$ cat config.mk
export PLATFORM = sky130hd
export DESIGN_NAME = button_gesture_decoder_flat
export DESIGN_NICKNAME = d
export VERILOG_FILES = /design/src/rtl/button_gesture_decoder_if.sv /design/src/rtl/button_gesture_decoder.sv /design/src/flat_wrapper.sv
export SDC_FILE = /design/constraint.sdc
export NUM_CORES = 1
export LEC_CHECK = 0
export ABC_AREA = 1
export CAP_MARGIN = 20
export CELL_PAD_IN_SITES_DETAIL_PLACEMENT = 0
export CELL_PAD_IN_SITES_GLOBAL_PLACEMENT = 1
export CORE_MARGIN = 2
export CORE_UTILIZATION = 35
export CTS_BUF_LIST = sky130_fd_sc_hd__clkbuf_8
export DETAILED_ROUTE_END_ITERATION = 10
export PLACE_DENSITY = 0.79
export SLEW_MARGIN = 20
export SYNTH_ARGS = -nofsm -noshare
export SYNTH_HDL_FRONTEND = slang
export SYNTH_SLANG_ARGS = --single-unit
$ cat constraint.sdc
create_clock -name clk -period 3 [get_ports clk]
set_input_delay 0.3 -clock clk [delete_from_list [all_inputs] [get_ports clk]]
set_output_delay 0.3 -clock clk [all_outputs]
set_load 0.1 [all_outputs]
$ cat src/rtl/button_gesture_decoder_if.sv
// button_gesture_decoder_if: button level in, registered gesture events out
interface button_gesture_decoder_if;
    logic debounced_in;
    logic press_pulse;
    logic release_pulse;
    logic short_press;
    logic double_press;
    logic long_press;
    logic repeat_pulse;
    logic held;
    modport master (
        output debounced_in,
        input  press_pulse, release_pulse, short_press, double_press,
               long_press, repeat_pulse, held
    );
    modport slave (
        input  debounced_in,
        output press_pulse, release_pulse, short_press, double_press,
               long_press, repeat_pulse, held
    );
endinterface

$ cat src/rtl/button_gesture_decoder.sv
// button_gesture_decoder: turns a debounced button level into single-cycle gesture events
module button_gesture_decoder #(
    parameter int LONG_TICKS   = 1000,
    parameter int REPEAT_TICKS = 250,
    parameter int DOUBLE_TICKS = 300
) (
    input  logic                      clk,
    input  logic                      rst,
    button_gesture_decoder_if.slave   bus
);
    localparam int MAX_LR = (LONG_TICKS > REPEAT_TICKS) ? LONG_TICKS : REPEAT_TICKS;
    localparam int MAX_T  = (MAX_LR > DOUBLE_TICKS) ? MAX_LR : DOUBLE_TICKS;
    localparam int CW     = $clog2(MAX_T) + 1;
    localparam logic [CW-1:0] LONG_LAST   = CW'(LONG_TICKS - 1);
    localparam logic [CW-1:0] REPEAT_LAST = CW'(REPEAT_TICKS - 1);
    localparam logic [CW-1:0] DOUBLE_LAST = CW'(DOUBLE_TICKS - 1);

    typedef enum logic [2:0] {
        S_IDLE, S_PRESSED, S_LONG, S_WAIT_SECOND, S_SECOND
    } state_t;

    state_t          state, state_n;
    logic [CW-1:0]   cnt, cnt_n;
    logic            in_q, rise, fall;
    logic            short_n, double_n, long_n, repeat_n;

    assign rise = bus.debounced_in & ~in_q;
    assign fall = ~bus.debounced_in & in_q;
    assign bus.held = state inside {S_PRESSED, S_LONG, S_SECOND};

    // next state, counter and event decode; edges win over timer expiry
    always_comb begin
        state_n  = state;
        cnt_n    = cnt + 1'b1;
        short_n  = 1'b0;
        double_n = 1'b0;
        long_n   = 1'b0;
        repeat_n = 1'b0;
        case (state)
            S_IDLE: begin
                cnt_n = '0;
                if (rise) state_n = S_PRESSED;
            end
            S_PRESSED: begin
                if (fall) state_n = S_WAIT_SECOND;
                else if (cnt == LONG_LAST) begin
                    state_n = S_LONG;
                    long_n  = 1'b1;
                end
            end
            S_LONG: begin
                if (fall) state_n = S_IDLE;
                else if (cnt == REPEAT_LAST) begin
                    repeat_n = 1'b1;
                    cnt_n    = '0;
                end
            end
            S_WAIT_SECOND: begin
                if (rise) begin
                    state_n  = S_SECOND;
                    double_n = 1'b1;
                end else if (cnt == DOUBLE_LAST) begin
                    state_n = S_IDLE;
                    short_n = 1'b1;
                end
            end
            S_SECOND: begin
                cnt_n = '0;
                if (fall) state_n = S_IDLE;
            end
            default: begin
                state_n = S_IDLE;
                cnt_n   = '0;
            end
        endcase
        if (state_n != state) cnt_n = '0;
    end

    // state, edge history and registered event outputs
    always_ff @(posedge clk or negedge rst) begin
        if (!rst) begin
            state              <= S_IDLE;
            cnt                <= '0;
            in_q               <= 1'b0;
            bus.press_pulse    <= 1'b0;
            bus.release_pulse  <= 1'b0;
            bus.short_press    <= 1'b0;
            bus.double_press   <= 1'b0;
            bus.long_press     <= 1'b0;
            bus.repeat_pulse   <= 1'b0;
        end else begin
            state              <= state_n;
            cnt                <= cnt_n;
            in_q               <= bus.debounced_in;
            bus.press_pulse    <= rise;
            bus.release_pulse  <= fall;
            bus.short_press    <= short_n;
            bus.double_press   <= double_n;
            bus.long_press     <= long_n;
            bus.repeat_pulse   <= repeat_n;
        end
    end
endmodule

$ cat src/flat_wrapper.sv
// flat-port wrapper written by rule: the top's interface ports become plain ports
module button_gesture_decoder_flat 
#(
    parameter int LONG_TICKS   = 1000,
    parameter int REPEAT_TICKS = 250,
    parameter int DOUBLE_TICKS = 300
)
  (clk, rst, bus_debounced_in, bus_press_pulse, bus_release_pulse, bus_short_press, bus_double_press, bus_long_press, bus_repeat_pulse, bus_held);
  button_gesture_decoder_if bus_i ();
  input  logic clk;
  input  logic rst;
  input wire logic [$bits(bus_i.debounced_in)-1:0] bus_debounced_in;
  output wire logic [$bits(bus_i.press_pulse)-1:0] bus_press_pulse;
  output wire logic [$bits(bus_i.release_pulse)-1:0] bus_release_pulse;
  output wire logic [$bits(bus_i.short_press)-1:0] bus_short_press;
  output wire logic [$bits(bus_i.double_press)-1:0] bus_double_press;
  output wire logic [$bits(bus_i.long_press)-1:0] bus_long_press;
  output wire logic [$bits(bus_i.repeat_pulse)-1:0] bus_repeat_pulse;
  output wire logic [$bits(bus_i.held)-1:0] bus_held;
  assign bus_i.debounced_in = bus_debounced_in;
  assign bus_press_pulse = bus_i.press_pulse;
  assign bus_release_pulse = bus_i.release_pulse;
  assign bus_short_press = bus_i.short_press;
  assign bus_double_press = bus_i.double_press;
  assign bus_long_press = bus_i.long_press;
  assign bus_repeat_pulse = bus_i.repeat_pulse;
  assign bus_held = bus_i.held;
  button_gesture_decoder #(.LONG_TICKS(LONG_TICKS), .REPEAT_TICKS(REPEAT_TICKS), .DOUBLE_TICKS(DOUBLE_TICKS)) u_core (.clk(clk), .rst(rst), .bus(bus_i));
endmodule
# After elaboration in Yosys (flattened, before gate mapping)
# Index checks and enable logic that the tools add are counted.
# W data, S select, Z words.
dict set report totals {
  regBits 21
  inputBits 3
  output_inout_bits 7
  elab_cells 48
}
dict set report op_classes {
  n_addsub 1
  n_eq_ne 8
  muxes 22
  bitwise_logic 4
  reduce_logical 4
}
# operator count
set op_table {}
lappend op_table {{$mux W11} 3}
lappend op_table {{$pmux W11 S2} 1}
lappend op_table {{$mux W3} 6}
lappend op_table {{$pmux W3 S4} 1}
lappend op_table {{$add A11 B1 Y11 const B} 1}
lappend op_table {{$eq A11 B10 Y1 const B} 1}
lappend op_table {{$eq A11 B8 Y1 const B} 1}
lappend op_table {{$eq A11 B9 Y1 const B} 1}
lappend op_table {{$mux W1} 11}
lappend op_table {{$eq A3 B2 Y1 const B} 2}
lappend op_table {{$reduce_or A2 Y1} 2}
lappend op_table {{$eq A3 B1 Y1 const B} 1}
lappend op_table {{$eq A3 B3 Y1 const B} 1}
lappend op_table {{$logic_not A3 Y1} 1}
lappend op_table {{$ne A3 B3 Y1} 1}
lappend op_table {{$reduce_bool A3 Y1} 1}
lappend op_table {{$and A1 B1 Y1} 2}
lappend op_table {{$not A1 Y1} 2}

# Longest topological paths before layout
# Gate-level depths: netlist (run 1).
dict set report depth {
  ltp_word 6
  ltp_mapped 11
  mapped_depth_nobuf 10
}

# Least setup slack after synthesis (run 1)
# OpenSTA, ideal clock, no wires.
dict set report synth_path {
  path_type {reg2out}
  from {reg u_core.state[2]}
  to {out bus_held}
  t_arrival_ps 1587
  required_time_ps 2700
  path_slack_ps 1113
  stages_incl_launch_ff 6
  n_path_buf 0
  path_cell_list {dfrtp_1 > inv_2 > nand2_2 > nor2_1 > inv_1 > nand3_1}
}
dict set report synth_between {
  elab_chain_cells 2
  word_cells_on_any_way 4
  cone_classes {eq/ne: 3; reduce/logical: 1}
}
# item line_no
set synth_lines {}
lappend synth_lines {{start, declared} button_gesture_decoder.sv:22} ;# state_t state, state_n;
lappend synth_lines {{start signal, assigned} button_gesture_decoder.sv:92} ;# state <= state_n;
lappend synth_lines {{$eq A3 B1 Y1, or another cell as far along} button_gesture_decoder.sv:29} ;# assign bus.held = state inside {S_PRESSED, S_LONG, S_SECOND};
lappend synth_lines {{$reduce_bool A3 Y1 *} button_gesture_decoder.sv:29}
lappend synth_lines {{end, declared} flat_wrapper.sv:19} ;# output wire logic [$bits(bus_i.held)-1:0] bus_held;
# Every way passes the cells marked *; elsewhere a longest branch is shown, timed or not.

# Worst setup path after layout (run 1)
dict set report layout_path {
  from {reg u_core.bus.short_press}
  to {out bus_short_press}
}
# item line_no
set layout_lines {}
lappend layout_lines {{start, declared} button_gesture_decoder_if.sv:18} ;# output press_pulse, release_pulse, short_press, double_press,
lappend layout_lines {{start signal, assigned} button_gesture_decoder.sv:97} ;# bus.short_press <= short_n;
lappend layout_lines {{end, declared} flat_wrapper.sv:15} ;# output wire logic [$bits(bus_i.short_press)-1:0] bus_short_press;
# No word-level cell between the ends.

==> flow_metrics.tcl, run 1 <==
set metrics [dict create \
    clk_latency_ns 0.26 \
    status "complete, no violations" \
    finalHoldViolations 0 \
    track_usage_pct 13.32 \
    cts_root_buf "clkbuf_8" \
    grt_max_degree 22 \
    placedCellCount 211 \
    gp_congestion 0.8585 \
    rows 21 \
    holdBufCountCts 0 \
    post_cts_resized 0 \
    path_max_fanout 1 \
    cts_tree "built" \
    drcViolationCount 0 \
    setup_violations 0 \
    slew_headroom_pct 35.28 \
    cts_buffers 3 \
    setup_ws_ns 0.9786 \
    drt-pass1-iter-count 4 \
    cp_top_family "buffers and inverters" \
    slew_viol_final 0 \
    grt_pass1_wl_um 4202 \
    nFillCells 339 \
    critPathCaptureType "output port" \
    wl_per_cell_um 10.99 \
    fin_tns_setup_ns 0 \
    ys_ff_latch 21 \
    clock_sink_count 21 \
    period_needed_ns 2.021 \
    syn_nets 162 \
    critical_path_class "reg -> out" \
    diodes 0 \
    hold_class "reg -> reg" \
    cp.required_ns 2.70 \
    syn-cell-area_mm2 0.001201 \
    ant_nets 0 \
    fp.dieArea_mm2 0.003916 \
    rsz0062_at_grt "false" \
    syn_avg_cell_area_um2 7.651 \
    area_growth_pct 15.00 \
    grt_antenna_before_repair 0 \
    initial_core_util_pct 36.28 \
    pin_count 10 \
    worst-path-buf-inv 1 \
    final_layout_size_suffix_gt1_share_pct 17.16 \
    synth_cell_types 25 \
    fp.dieH_um 62.58 \
    viasPerCell 4.600 \
    io_buffer_count 9 \
    first_iter_violations 30 \
    synth_cells 157 \
    ys_warn_count 0 \
    finalInstanceArea_mm2 0.001381 \
    slowest_delay_ns 1.12 \
    final_nets 175 \
    coreArea_mm2 0.003311 \
    ys_seq_area_share_pct 43.75 \
    cp_cell_sequence "clkdlybuf4s50_1" \
    place.detailed.hpwl_um 1818 \
    crit_cells 1 \
    r2r_cells 10 \
    critPathLaunchType "flip-flop" \
    skew_ns 0.004910 \
    worst_pin_slew_ns 0.9677 \
    hold_depth 1 \
    fin_crit_sh_pct 67.38 \
    maxCapViolations 0 \
    stdcell_count 215 \
    critPathSlowestCell "clkdlybuf4s50_1" \
    final_util_pct 41.72 \
    dpl_cell_area_mm2 0.001335 \
    ir_drop_mv 0.2568 \
    worst_hold_slack_ns 0.4882 \
    h-tree-depth 1 \
    vias 989 \
    fmax_mhz 494.7 \
    crit_arrival_ns 1.72 \
    routed_wl_um 2362 \
    post-cts-setup-buffers 0 \
    cts_buffer_depth 2 \
    finalPower_mw 0.9317 \
    grt-ovfl-total 0 \
    p_leak_nw 0.6538 \
    power.density_mw_per_mm2 674.5 \
    place_ws_ns 1.019 \
    chipWidth_um 62.58 \
    clk_transition_reported_paths_ns 0.08 \
    grt_pass1_vias 920 \
]
[placed cells by master, fill, tap and decap left out, drive strengths merged, types with 2 or more instances in the layout]
cell type,instances
nand3,11
clkbuf,3
nor3,4
dfrtp,21
nand4,3
clkdlybuf4s50,8
o211ai,3
inv,29
nor2,31
xor2,3
clkinv,2
nand2,40
o21ai,3
ha,2
[synth_stat cells]
master / number / area share (%)
buf_6: 1 / 0.94
clkinv_1: 1 / 0.31
dfrtp_1: 21 / 44
ha_1: 2 / 2.1
inv_1: 26 / 8.1
inv_2: 3 / 0.94
nand2_1: 36 / 11
nand2_2: 4 / 2.1
nand3_1: 10 / 4.2
nand3_2: 1 / 0.83
nand3b_1: 1 / 0.63
nand4_1: 3 / 1.6
nor2_1: 18 / 5.6
nor2_2: 12 / 6.2
nor2_4: 1 / 0.94
nor3_1: 3 / 1.2
nor3_2: 1 / 0.83
nor4_2: 1 / 1.0
o211ai_1: 3 / 1.9
o21ai_0: 1 / 0.42
o21ai_1: 2 / 0.83
o21bai_2: 1 / 0.94
o31ai_1: 1 / 0.63
or2_1: 1 / 0.52
xor2_1: 3 / 2.2
[path summary, 6_finish.rpt]
path / slack (ns) / endpoint / startpoint
setup / recovery: 0.98 / bus_short_press / u_core.bus.short_press
hold / removal: 0.49 / u_core.bus.double_press / u_core.in_q
setup reg to reg: 1.20 / u_core.cnt[10] / u_core.cnt[0]
hold reg to reg: 0.49 / u_core.bus.double_press / u_core.in_q
max in group asynchronous: 1.87 / u_core.cnt[9] / rst
min in group asynchronous: 0.56 / u_core.cnt[3] / rst
[registers in the layout, summed over array words and instances, names as in the netlist]
name	count
u_core.bus.release_pulse	1
u_core.bus.press_pulse	1
u_core.bus.repeat_pulse	1
u_core.cnt	11
u_core.in_q	1
u_core.state	3
u_core.bus.short_press	1
u_core.bus.long_press	1
u_core.bus.double_press	1
[area by class of cell]
type / count / area (um^2) / area share (%)
clock buffers: 3 / 41.29 / 2.989
clock inverters: 1 / 5.005 / 0.3623
inverters: 30 / 112.6 / 8.152
multi-input cells: 105 / 551.8 / 39.95
flip-flops and latches: 21 / 525.5 / 38.04
well taps: 46 / 57.56 / 4.167
repair buffers: 9 / 87.58 / 6.341
[metal layers]
layer | GRT usage, % | share of wire [%] | up-vias
met3 | 1.622 | 1.8 | 5
met2 | 21.37 | 46 | 15
met4 | 6.667 | 2.2 | 0
met5 | 0 | 0 | -
met1 | 17.73 | 50 | 462
li1 | - | - | 507
[logic make-up (layout without fill, tap and decap cells)]
kind of cell,count (synthesis),in the layout,synth area share [%]
flip-flops,21,21,43.75
XOR/XNOR,3,3,2.188
AO/OA/AOI/OAI,8,8,4.687
buffers and inverters,31,43,10.31
AND/OR/NAND/NOR,92,92,36.98
adder cells (fa/ha/maj),2,2,2.083
[report_power, final]
part / total [mW] / switching (mW) / internal [mW] / leakage (nW)
clock network: 0.186 / 0.0937 / 0.0927 / 0.0255
logic: 0.407 / 0.307 / 0.0997 / 0.343
registers: 0.339 / 0.0317 / 0.307 / 0.285
total: 0.932 / 0.432 / 0.499 / 0.654
(Power assumes the default switching activity.)
==> inputs of run 2 (changes only) <==
--- a/config.mk
+++ b/config.mk
@@ -13,7 +13,7 @@
 export CORE_UTILIZATION = 35
 export CTS_BUF_LIST = sky130_fd_sc_hd__clkbuf_8
 export DETAILED_ROUTE_END_ITERATION = 10
-export PLACE_DENSITY = 0.79
+export PLACE_DENSITY = 0.82
 export SLEW_MARGIN = 20
 export SYNTH_ARGS = -nofsm -noshare
 export SYNTH_HDL_FRONTEND = slang
==> constraint.sdc (replaced) <==
create_clock -name clk -period 1.73 [get_ports clk]
set_input_delay 0.173 -clock clk [delete_from_list [all_inputs] [get_ports clk]]
set_output_delay 0.173 -clock clk [all_outputs]
set_load 0.1 [all_outputs]
==> run 2 against run 1 <==
Via count grew 4.7%. Cell count grew 5.6%. Clock power grew 80%. Utilization grew 5.5 points. Combinational power increased to 2.9 times the previous value. Sequential power grew 72%. Die area unchanged. Largest cell class unchanged.
==> flow_metrics.tcl, run 2 (synthesis results as in run 1) <==
set metrics [dict create \
    critical_path_class "reg -> reg" \
    status "complete, no violations" \
    ant_nets 0 \
    rows 21 \
    grt_antenna_before_repair 0 \
    grt_max_degree 22 \
    area_growth_pct 30.21 \
    gp_congestion 0.8313 \
    max_flop_register "u_core.cnt" \
    holdBufCountCts 0 \
    cp.required_ns 1.94 \
    nFillCells 331 \
    initial_core_util_pct 36.28 \
    diodes 0 \
    timing.rr.start "u_core.cnt[1]" \
    clock_sink_count 21 \
    pin_count 10 \
    finalHoldViolations 0 \
    r2r_slack_ns 0.005 \
    period_needed_ns 1.725 \
    crit_end "u_core.cnt[8]" \
    p_leak_nw 0.7494 \
    place.detailed.hpwl_um 1796 \
    critPathCaptureType "flip-flop" \
    vias 1035 \
    cts_tree "built" \
    mostFrequentLayoutCell "nand2_1" \
    first_iter_violations 27 \
    crit_start "u_core.cnt[1]" \
    fin_crit_sh_pct 99.73 \
    final_nets 187 \
    routed_wl_um 2577 \
    fmax_mhz 579.6 \
    wl_per_cell_um 11.35 \
    crit_arrival_ns 1.94 \
    h-tree-depth 1 \
    cts_buffers 3 \
    slew_viol_final 0 \
    track_usage_pct 13.33 \
    ir_drop_mv 0.4526 \
    setup_violations 0 \
    coreArea_mm2 0.003311 \
    path_max_fanout 5 \
    drt-pass1-iter-count 4 \
    timing.rr.end "u_core.cnt[8]" \
    rsz0062_at_grt "true" \
    chipWidth_um 62.58 \
    cts_root_buf "clkbuf_8" \
    viasPerCell 4.559 \
    hold_class "in -> async" \
    r2r_cells 10 \
    clk_latency_ns 0.27 \
    io_buffer_count 9 \
    fin_tns_setup_ns 0 \
    fp.dieArea_mm2 0.003916 \
    grt_pass1_vias 968 \
    critPathLaunchType "flip-flop" \
    final_layout_size_suffix_gt1_share_pct 34.25 \
    clk_transition_reported_paths_ns 0.08 \
    cts_buffer_depth 2 \
    worst_pin_slew_ns 0.3758 \
    final_cell_mix "nand2_1, inv_1, dfrtp_1" \
    grt-ovfl-total 0 \
    grt_pass1_wl_um 4133 \
    worst_hold_slack_ns 0.2465 \
    maxCapViolations 0 \
    power.density_mw_per_mm2 1333 \
    drcViolationCount 0 \
    slew_headroom_pct 74.93 \
    largest_register_ff_count 11 \
    reg_top3 "u_core.cnt: 11 flops, u_core.state: 3 flops" \
    skew_ns 0.002416 \
    fp.dieH_um 62.58 \
]
-- run 2: changes by cell type in the layout (fill, tap and decap cells not counted), sizes merged --
cell,previous run,this run
buf,1,18
clkbuf,3,4
clkdlybuf4s50,8,2
-- run 2: metrics by stage --
step / total power [mW] / util, % / cell area [um^2] / std cells / setup slack, ns
after detailed placement: 1.491 / 42.14 / 1395 / 217 / -0.03961
after floorplan: 1.211 / - / 1206 / 157 / 0.2334
final: 2.085 / 47.24 / 1564 / 227 / 0.004585
after global placement: 1.488 / 42.14 / 1395 / 217 / -0.03186
after global routing: 2.204 / 47.24 / 1564 / 227 / -0.1010
after CTS: 1.823 / 43.54 / 1441 / 221 / 0.06263
-- run 2: where the power goes --
group | total [mW] | internal [mW] | switching, mW
combinational | 1.17 | 0.488 | 0.681
sequential | 0.582 | 0.533 | 0.0489
clock | 0.335 | 0.161 | 0.174
-- run 2: timing repair --
| action | in CTS | in global routing |
|---|---|---|
| buffers inserted | 0 | 5 |
| setup endpoints to repair | 0 | 12 |
| resized for setup | 0 | 18 |
-- run 2: cell type report --
class,count,area (um^2),area share [%]
Sequential cell,21,526.8,33.68
Clock buffer,3,41.29,2.640
Timing Repair Buffer,21,205.2,13.12
Multi-Input combinational cell,105,615.6,39.36
Tap cell,46,57.56,3.680
Inverter,30,112.6,7.200
Clock inverter,1,5.005,0.3200
-- run 2: worst max-delay path: stages (launching register included) --
cell and delay, ns:
dfrtp_1 0.40, ha_2 0.21, nand2_2 0.09, nor2_4 0.13, nand4_1 0.13, nand2_1 0.15
nand4_1 0.13, nand2_2 0.12, nand2_4 0.07, clkbuf_16 0.16, nor2_2 0.07
-- run 2: how the worst min path moves through the flow --
stage | start | end | slack, ns | cells after the start
2_1_floorplan | rst | u_core.bus.double_press | -0.12 | 0
3_3_place_gp | u_core.in_q | u_core.bus.double_press | 0.48 | 1
3_5_place_dp | u_core.in_q | u_core.bus.double_press | 0.49 | 1
4_1_cts | rst | u_core.state[0] | 0.26 | 2
5_1_grt | rst | u_core.state[0] | 0.28 | 2
6_report | rst | u_core.cnt[3] | 0.25 | 2
-- run 2: per-layer routing --
layer,up-vias,track usage [%],wire [um]
met5,-,0,0
met4,0,9.444,65
met3,5,1.802,74
met2,18,21.24,1285
met1,482,16.63,1152
li1,530,-,-
==> inputs of run 3 (changes only) <==
--- a/config.mk
+++ b/config.mk
@@ -12,6 +12,8 @@
 export CORE_MARGIN = 2
 export CORE_UTILIZATION = 35
 export CTS_BUF_LIST = sky130_fd_sc_hd__clkbuf_8
+export CTS_CLUSTER_DIAMETER = 120
+export CTS_CLUSTER_SIZE = 8
 export DETAILED_ROUTE_END_ITERATION = 10
 export PLACE_DENSITY = 0.82
 export SLEW_MARGIN = 20
==> results of run 3 <==
The final DEF is identical to that of run 2; final timing and power are the same.
